File: config.mk
export PLATFORM = sky130hd
export DESIGN_NAME = frame_pacer
export DESIGN_NICKNAME = d
export VERILOG_FILES = /design/src/rtl/frame_pacer.sv
export SDC_FILE = /design/constraint.sdc
export NUM_CORES = 1
export LEC_CHECK = 0
export ABC_AREA = 1
export CAP_MARGIN = 20
export CORE_MARGIN = 4
export CORE_UTILIZATION = 30
export DETAILED_ROUTE_END_ITERATION = 16
export PLACE_DENSITY = 0.56
export SLEW_MARGIN = 20
export SYNTH_ARGS = -nofsm -noshare
export SYNTH_HDL_FRONTEND = slang
export SYNTH_SLANG_ARGS = --single-unit
File: constraint.sdc
create_clock -name clk -period 1.9 [get_ports clk]
set_input_delay 0.19 -clock clk [delete_from_list [all_inputs] [get_ports clk]]
set_output_delay 0.19 -clock clk [all_outputs]
set_load 0.02 [all_outputs]
File: src/rtl/frame_pacer.sv
// frame_pacer: multi-channel frame-rate divider for the block-stacker pipeline.
// Each channel counts frame_tick strobes up to its own period and emits a
// registered one-cycle tick_out on expiry, either periodically or once
// (one-shot, latching done until restarted). Channels share only the inputs.

module frame_pacer #(
  parameter int CHANNELS = 2,
  parameter int CNT_W    = 4
) (
  input  logic                      clk,
  input  logic                      resetn,
  input  logic                      frame_tick,
  input  logic [CHANNELS*CNT_W-1:0] period,
  input  logic [CHANNELS-1:0]       run,
  input  logic [CHANNELS-1:0]       mode,
  input  logic [CHANNELS-1:0]       restart,
  output logic [CHANNELS-1:0]       tick_out,
  output logic [CHANNELS-1:0]       done,
  output logic [CHANNELS*CNT_W-1:0] count
);

  typedef enum logic [1:0] {
    IDLE  = 2'd0,
    COUNT = 2'd1,
    PAUSE = 2'd2,
    DONE  = 2'd3
  } state_t;

  state_t             state_q [CHANNELS];
  state_t             state_d [CHANNELS];
  logic [CNT_W-1:0]   cnt_q   [CHANNELS];
  logic [CNT_W-1:0]   cnt_d   [CHANNELS];
  logic [CNT_W-1:0]   limit   [CHANNELS];
  logic [CHANNELS-1:0] tick_q;
  logic [CHANNELS-1:0] tick_d;
  logic [CHANNELS-1:0] done_q;
  logic [CHANNELS-1:0] done_d;

  // Last count value before expiry; a period of 0 behaves like a period of 1.
  always_comb begin
    for (int i = 0; i < CHANNELS; i++) begin
      if (period[i*CNT_W +: CNT_W] == '0) begin
        limit[i] = '0;
      end else begin
        limit[i] = period[i*CNT_W +: CNT_W] - 1'b1;
      end
    end
  end

  // State register: reset and per-channel state, counter and output flops.
  always_ff @(posedge clk) begin
    if (!resetn) begin
      tick_q <= '0;
      done_q <= '0;
      for (int i = 0; i < CHANNELS; i++) begin
        state_q[i] <= IDLE;
        cnt_q[i]   <= '0;
      end
    end else begin
      tick_q <= tick_d;
      done_q <= done_d;
      for (int i = 0; i < CHANNELS; i++) begin
        state_q[i] <= state_d[i];
        cnt_q[i]   <= cnt_d[i];
      end
    end
  end

  // Next-state logic: restart wins, then the per-state counting rules.
  // Expiry compares with >= so a period lowered below the current count
  // expires on the next counted tick instead of wrapping around.
  always_comb begin
    for (int i = 0; i < CHANNELS; i++) begin
      state_d[i] = state_q[i];
      cnt_d[i]   = cnt_q[i];
      tick_d[i]  = 1'b0;
      if (restart[i]) begin
        state_d[i] = IDLE;
        cnt_d[i]   = '0;
      end else begin
        case (state_q[i])
          IDLE: begin
            cnt_d[i] = '0;
            if (run[i]) begin
              state_d[i] = COUNT;
            end
          end
          COUNT: begin
            if (!run[i]) begin
              state_d[i] = PAUSE;
            end else if (frame_tick) begin
              if (cnt_q[i] >= limit[i]) begin
                tick_d[i] = 1'b1;
                cnt_d[i]  = '0;
                if (mode[i]) begin
                  state_d[i] = DONE;
                end
              end else begin
                cnt_d[i] = cnt_q[i] + 1'b1;
              end
            end
          end
          PAUSE: begin
            if (run[i]) begin
              state_d[i] = COUNT;
            end
          end
          DONE: begin
            cnt_d[i] = '0;
          end
          default: begin
            state_d[i] = IDLE;
            cnt_d[i]   = '0;
          end
        endcase
      end
      done_d[i] = (state_d[i] == DONE);
    end
  end

  // Output logic: every output comes straight from a flop.
  always_comb begin
    tick_out = tick_q;
    done     = done_q;
    count    = '0;
    for (int i = 0; i < CHANNELS; i++) begin
      count[i*CNT_W +: CNT_W] = cnt_q[i];
    end
  end

endmodule

# Word level (Yosys, flattened, before mapping)
# Memory sizes are Yosys's and may differ from the RTL's.
# Index checks and enable logic that the tools add are counted.
[op_classes]
addsub = 4
mul = 0
n_div = 0
n_lt_le_gt_ge = 2
n_eq_ne = 8
shifts = 0
muxes = 34
n_bitwise = 10
reduce_logical = 10
[ops]
columns = ["op", "n"]
rows = [
  ["2-to-1 mux 4 bit", 12],
  ["2-to-1 mux 2 bit", 14],
  ["case mux 4 bit (2 select lines)", 2],
  ["equality test 2 bit (second input constant)", 6],
  ["OR reduction 5 bit", 2],
  ["adder 4 x 1 -> 4 bit (second input constant)", 2],
  ["greater-or-equal comparator 4 bit", 2],
  ["logical NOT 4 bit", 2],
  ["case mux 2 bit (2 select lines)", 2],
  ["OR reduction 2 bit", 4],
  ["subtractor 4 x 1 -> 4 bit (second input constant)", 2],
  ["inverter 1 bit", 6],
  ["equality test 2 x 1 -> 1 bit (second input constant)", 2],
  ["logical NOT 2 bit", 2],
  ["2-to-1 mux 1 bit", 4],
  ["OR 1 bit", 4],
]
[totals]
reg_bits = 4
latch_bits = 0
ram_bits = 12
romBits = 0
input_bits = 17
out_inout_bits = 12
mem_count = 2
[memory_table]
columns = ["name", "depth", "word_bits", "rd", "rd_ports_with_merged_regs", "write_ports", "line_no", "text"]
rows = [
  ["cnt_q", 2, 4, 2, 0, 2, "31", "logic [CNT_W-1:0] cnt_q [CHANNELS];"],
  ["state_q", 2, 2, 2, 0, 2, "29", "state_t state_q [CHANNELS];"],
]

# Depth between registers and ports, before layout
[logic_depth]
depth_word = 9
ltp_mapped = 14
ltp_nobuf = 14

# Least setup slack after synthesis
# OpenSTA, ideal clock, no wires.
[synth_path]
path_kind = "register -> register"
from = "memory cnt_q[0][0]"
to = "register done_q[0] (netlist: done[0])"
arrival_time_ps = 1367
required_time_ps = 1788
slack_ps = 421
path_stages_with_launch = 11
n_path_buf = 0
period_less_slack_ps = 1479
path_cell_list = "dfxtp_1 -> inv_1 -> ha_1 -> nand4_1 -> nand3_1 -> nand2_1 -> nand2_1 -> nand2_1 -> nand2_1 -> nand2_1 -> nor2_1"
[synth_rtl]
columns = ["item", "line_no", "text"]
rows = [
  ["start: declaration", "31", ""],
  ["end signal: assignment", "61", "done_q <= done_d;"],
  ["end: declaration", "36", "logic [CHANNELS-1:0] done_q;"],
]

==> results.sh <==
export IMPL_period_needed_ps=1740
export IMPL_arrival_ps=1920
export IMPL_rrSetupSlack_ps=400
export IMPL_synth_compound_area_share_pct=11.0
export IMPL_ioPinCount=29
export IMPL_outcome="finished clean"
export IMPL_synth_cell_types=22
export IMPL_synthSimpleGateAreaFrac_pct=32.3
export IMPL_wl_mm=2.83
export IMPL_synth_adder_area_share_pct=19.3
export IMPL_grt_met2_usage_pct=18.3
export IMPL_rows=22
export IMPL_grt_ovfl_total=0
export IMPL_power_density_nw_per_um2=477
export IMPL_path_cells="clkdlybuf4s50_1 -> o31ai_2 -> ha_1 -> a21oi_2 -> nand4_1 -> nor2_2 -> nand2_1 -> a21oi_1"
export IMPL_antenna_found_initial=0
export IMPL_utilization_pct=45.6
export IMPL_synth_area_mux_share_pct=0
export IMPL_p_seq_share_pct=41.8
export IMPL_critPathCaptureType="register"
export IMPL_yosys_warnings=0
export IMPL_finalCritPeriodShare_pct=91.4
export IMPL_critical_path_class="in -> reg"
export IMPL_hold_viol_final=0
export IMPL_worst_pin_slew_ps=253
export IMPL_worstPathRequired_ps=2080
export IMPL_synth_commonest_cells="nand2_1 (44), inv_1 (32), nor2_1 (25)"
export IMPL_grt_pass1_vias=1218
export IMPL_synth_most_common_cell="nand2_1"
export IMPL_async_flop_share_pct=0
export IMPL_wl_per_cell_microns=10.4
export IMPL_setup_violations=0
export IMPL_dominantRegCellSynth="dfxtp_1"
export IMPL_synthToLayoutAreaGrowth_pct=41.0
export IMPL_viasPerCell=4.47
export IMPL_grt_pass1_wl_mm=5.09
export IMPL_avgSynthCellArea_sq_um=6.61
export IMPL_antenna_left=0
export IMPL_cts_sinks=16
export IMPL_die_w_microns=72.0
export IMPL_clock_latency_ps=250
export IMPL_hold_class="reg -> reg"
export IMPL_yosysSeqAreaShare_pct=26.1
export IMPL_critPathTopFamily="compound AO/OA/AOI/OAI gates"
export IMPL_grt_busiest_layer="met2"
export IMPL_drtIter0Drc=54
export IMPL_h_tree_depth=1
export IMPL_die_h_microns=72.0
export IMPL_leakagePower_nw=0.919
export IMPL_route_vias_total=1221
export IMPL_fin_setup_tns_ps=0
export IMPL_synth_nets=222
export IMPL_netlist_top_cells_area="dfxtp_1 (26%), ha_1 (19%), nand2_1 (13%)"
export IMPL_cts_setup_buffers=0
export IMPL_holdPathEnd="cnt_q[0][1]$_SDFFE_PP0P_"
export IMPL_synth_top_family_by_area="simple AND/OR/NAND/NOR gates"
export IMPL_yosys_area_top_type="dfxtp_1"
export IMPL_fin_nets=262
export IMPL_met3_usage_pct=4.57
export IMPL_antenna_cells=0
export IMPL_use_met1_pct=15.7
export IMPL_pwr_share_clk_pct=36.4
export IMPL_drc_errors=0
export IMPL_synthCells=186
export IMPL_hold_buffers=0
export IMPL_r2r_end="cnt_q[0][0]$_SDFFE_PP0P_"
export IMPL_power_frac_comb_pct=21.8
export IMPL_dp_final_hpwl_mm=2.31
export IMPL_clk_path_buf_depth=2
export IMPL_hold_start="cnt_q[0][1]$_SDFFE_PP0P_"
export IMPL_max_slew_margin_pct=83.1
export IMPL_routabilityCongestion=0.823
export IMPL_total_power_w=0.000826
export IMPL_synth_seq_cells=16
export IMPL_yosysTopAreaCellShare_pct=26.1
export IMPL_r2r_start="cnt_q[0][0]$_SDFFE_PP0P_"
export IMPL_cp_num_buf_inv=1
export IMPL_cts_clk_slew_worst_paths_ps=60
export IMPL_final_layout_size_suffix_gt1_share_pct=13.8
export IMPL_detail_route_first_pass_iterations=4
export IMPL_synthXorXnorAreaFrac_pct=0.713
export IMPL_drv_slew=0
export IMPL_cp_max_fo=4
export IMPL_ir_worst_vdd_uv=330
export IMPL_finalClockSkew_ps=0.951
export IMPL_cts_resized=0
export IMPL_core_area_sq_um=3800
export IMPL_grt_max_degree=10
export IMPL_cts_tree="done"
export IMPL_synth_area_sq_um=1230
export IMPL_grt_total_usage_pct=12.1
export IMPL_cts_root_buffer_cell="clkbuf_8"
export IMPL_die_area_sq_um=5180
export IMPL_holdWs_ps=524
export IMPL_critPathMaxStageDelay_ps=500
export IMPL_whs_path_depth=2
export IMPL_cpMaxStageDelayCell="clkdlybuf4s50_1"
export IMPL_cts_buffers=3
export IMPL_reg2reg_depth=7
export IMPL_swShare_pct=26.4
export IMPL_p_int_w=0.000608
export IMPL_max_cap_viol_count=0
export IMPL_start_kind="input port"
export IMPL_synth_edff_count=0
export IMPL_switchingPower_w=0.000219
export IMPL_initial_core_util_pct=32.3
export IMPL_portBuffers=28
export IMPL_fmax_ghz=0.576
worst reg2reg max path, cell delays in order (launching register included):
cell and delay [ps]:
dfxtp_1 420, inv_1 90, ha_1 300, nand4_1 110, nand3_2 110, o21ai_1 130
nand2_1 140, a21oi_1 140
flip-flops by register name, indices dropped and copies added, names as in the netlist:
signal / flops
tick_out: 2
done: 2
cnt_q: 8
state_q: 4
power groups by stage:
stage | Sequential, W | Combinational [W] | Clock [W]
2_1_floorplan | 0.000354 | 0.0000921 | 0
3_3_place_gp | 0.000353 | 0.000174 | 0
3_5_place_dp | 0.000353 | 0.000173 | 0
4_1_cts | 0.000345 | 0.000174 | 0.000319
5_1_grt | 0.000346 | 0.000204 | 0.000328
6_report | 0.000346 | 0.000180 | 0.000301
placed cells by master (no fill, tap or decap), types with 5 or more instances in the layout:
master / count
a21oi_1: 15
buf_4: 7
clkdlybuf4s50_1: 21
dfxtp_1: 16
dlymetal6s2s_1: 7
ha_1: 19
inv_1: 32
nand2_1: 43
nand3_1: 5
nor2_1: 22
nor2_2: 5
cell families (layout without fill, tap and decap cells):
logic type               after synthesis  in the layout
AO/OA/AOI/OAI                         25             25
XOR/XNOR                               1              1
adder cells (fa/ha/maj)               19             19
buffers and inverters                 34             73
flip-flops                            16             16
AND/OR/NAND/NOR                       91             91
stage by stage:
stage | worst slack, ps | std cells | cell area, sq um
after CTS | 33.2 | 273 | 1680
after global routing | -9.56 | 273 | 1730
after detailed placement | -225 | 269 | 1620
after global placement | -231 | 269 | 1620
final | 163 | 273 | 1730
after floorplan | 421 | 186 | 1230
worst max path at each step:
stage                                         from                  endpoint  cells after the start
after floorplan           cnt_q[0][0]$_SDFFE_PP0P_        done[0]$_SDFF_PN0_                     10
after global placement                   period[2]  cnt_q[0][0]$_SDFFE_PP0P_                     12
after detailed placement                 period[2]  cnt_q[0][0]$_SDFFE_PP0P_                     12
after CTS                                period[2]  cnt_q[0][0]$_SDFFE_PP0P_                     12
after global routing                     period[5]        done[1]$_SDFF_PN0_                     15
final                                    period[5]  cnt_q[0][5]$_SDFFE_PP0P_                      8
per-layer routing:
metal / part of all wire, % / routed length (microns) / vias up
met2: 41 / 1170 / 34
li1: - / - / 667
met5: 0 / 0 / -
met4: 0.78 / 22 / 0
met3: 6.7 / 191 / 2
met1: 51 / 1450 / 518
cell type report:
type | instances | area, sq um
Clock buffer | 4 | 55.1
Fill cell | 408 | 2070
Inverter | 34 | 130
Multi-Input combinational cell | 136 | 817
Sequential cell | 16 | 320
Tap cell | 48 | 60.1
Timing Repair Buffer | 35 | 350
(Power assumes the default switching activity.)
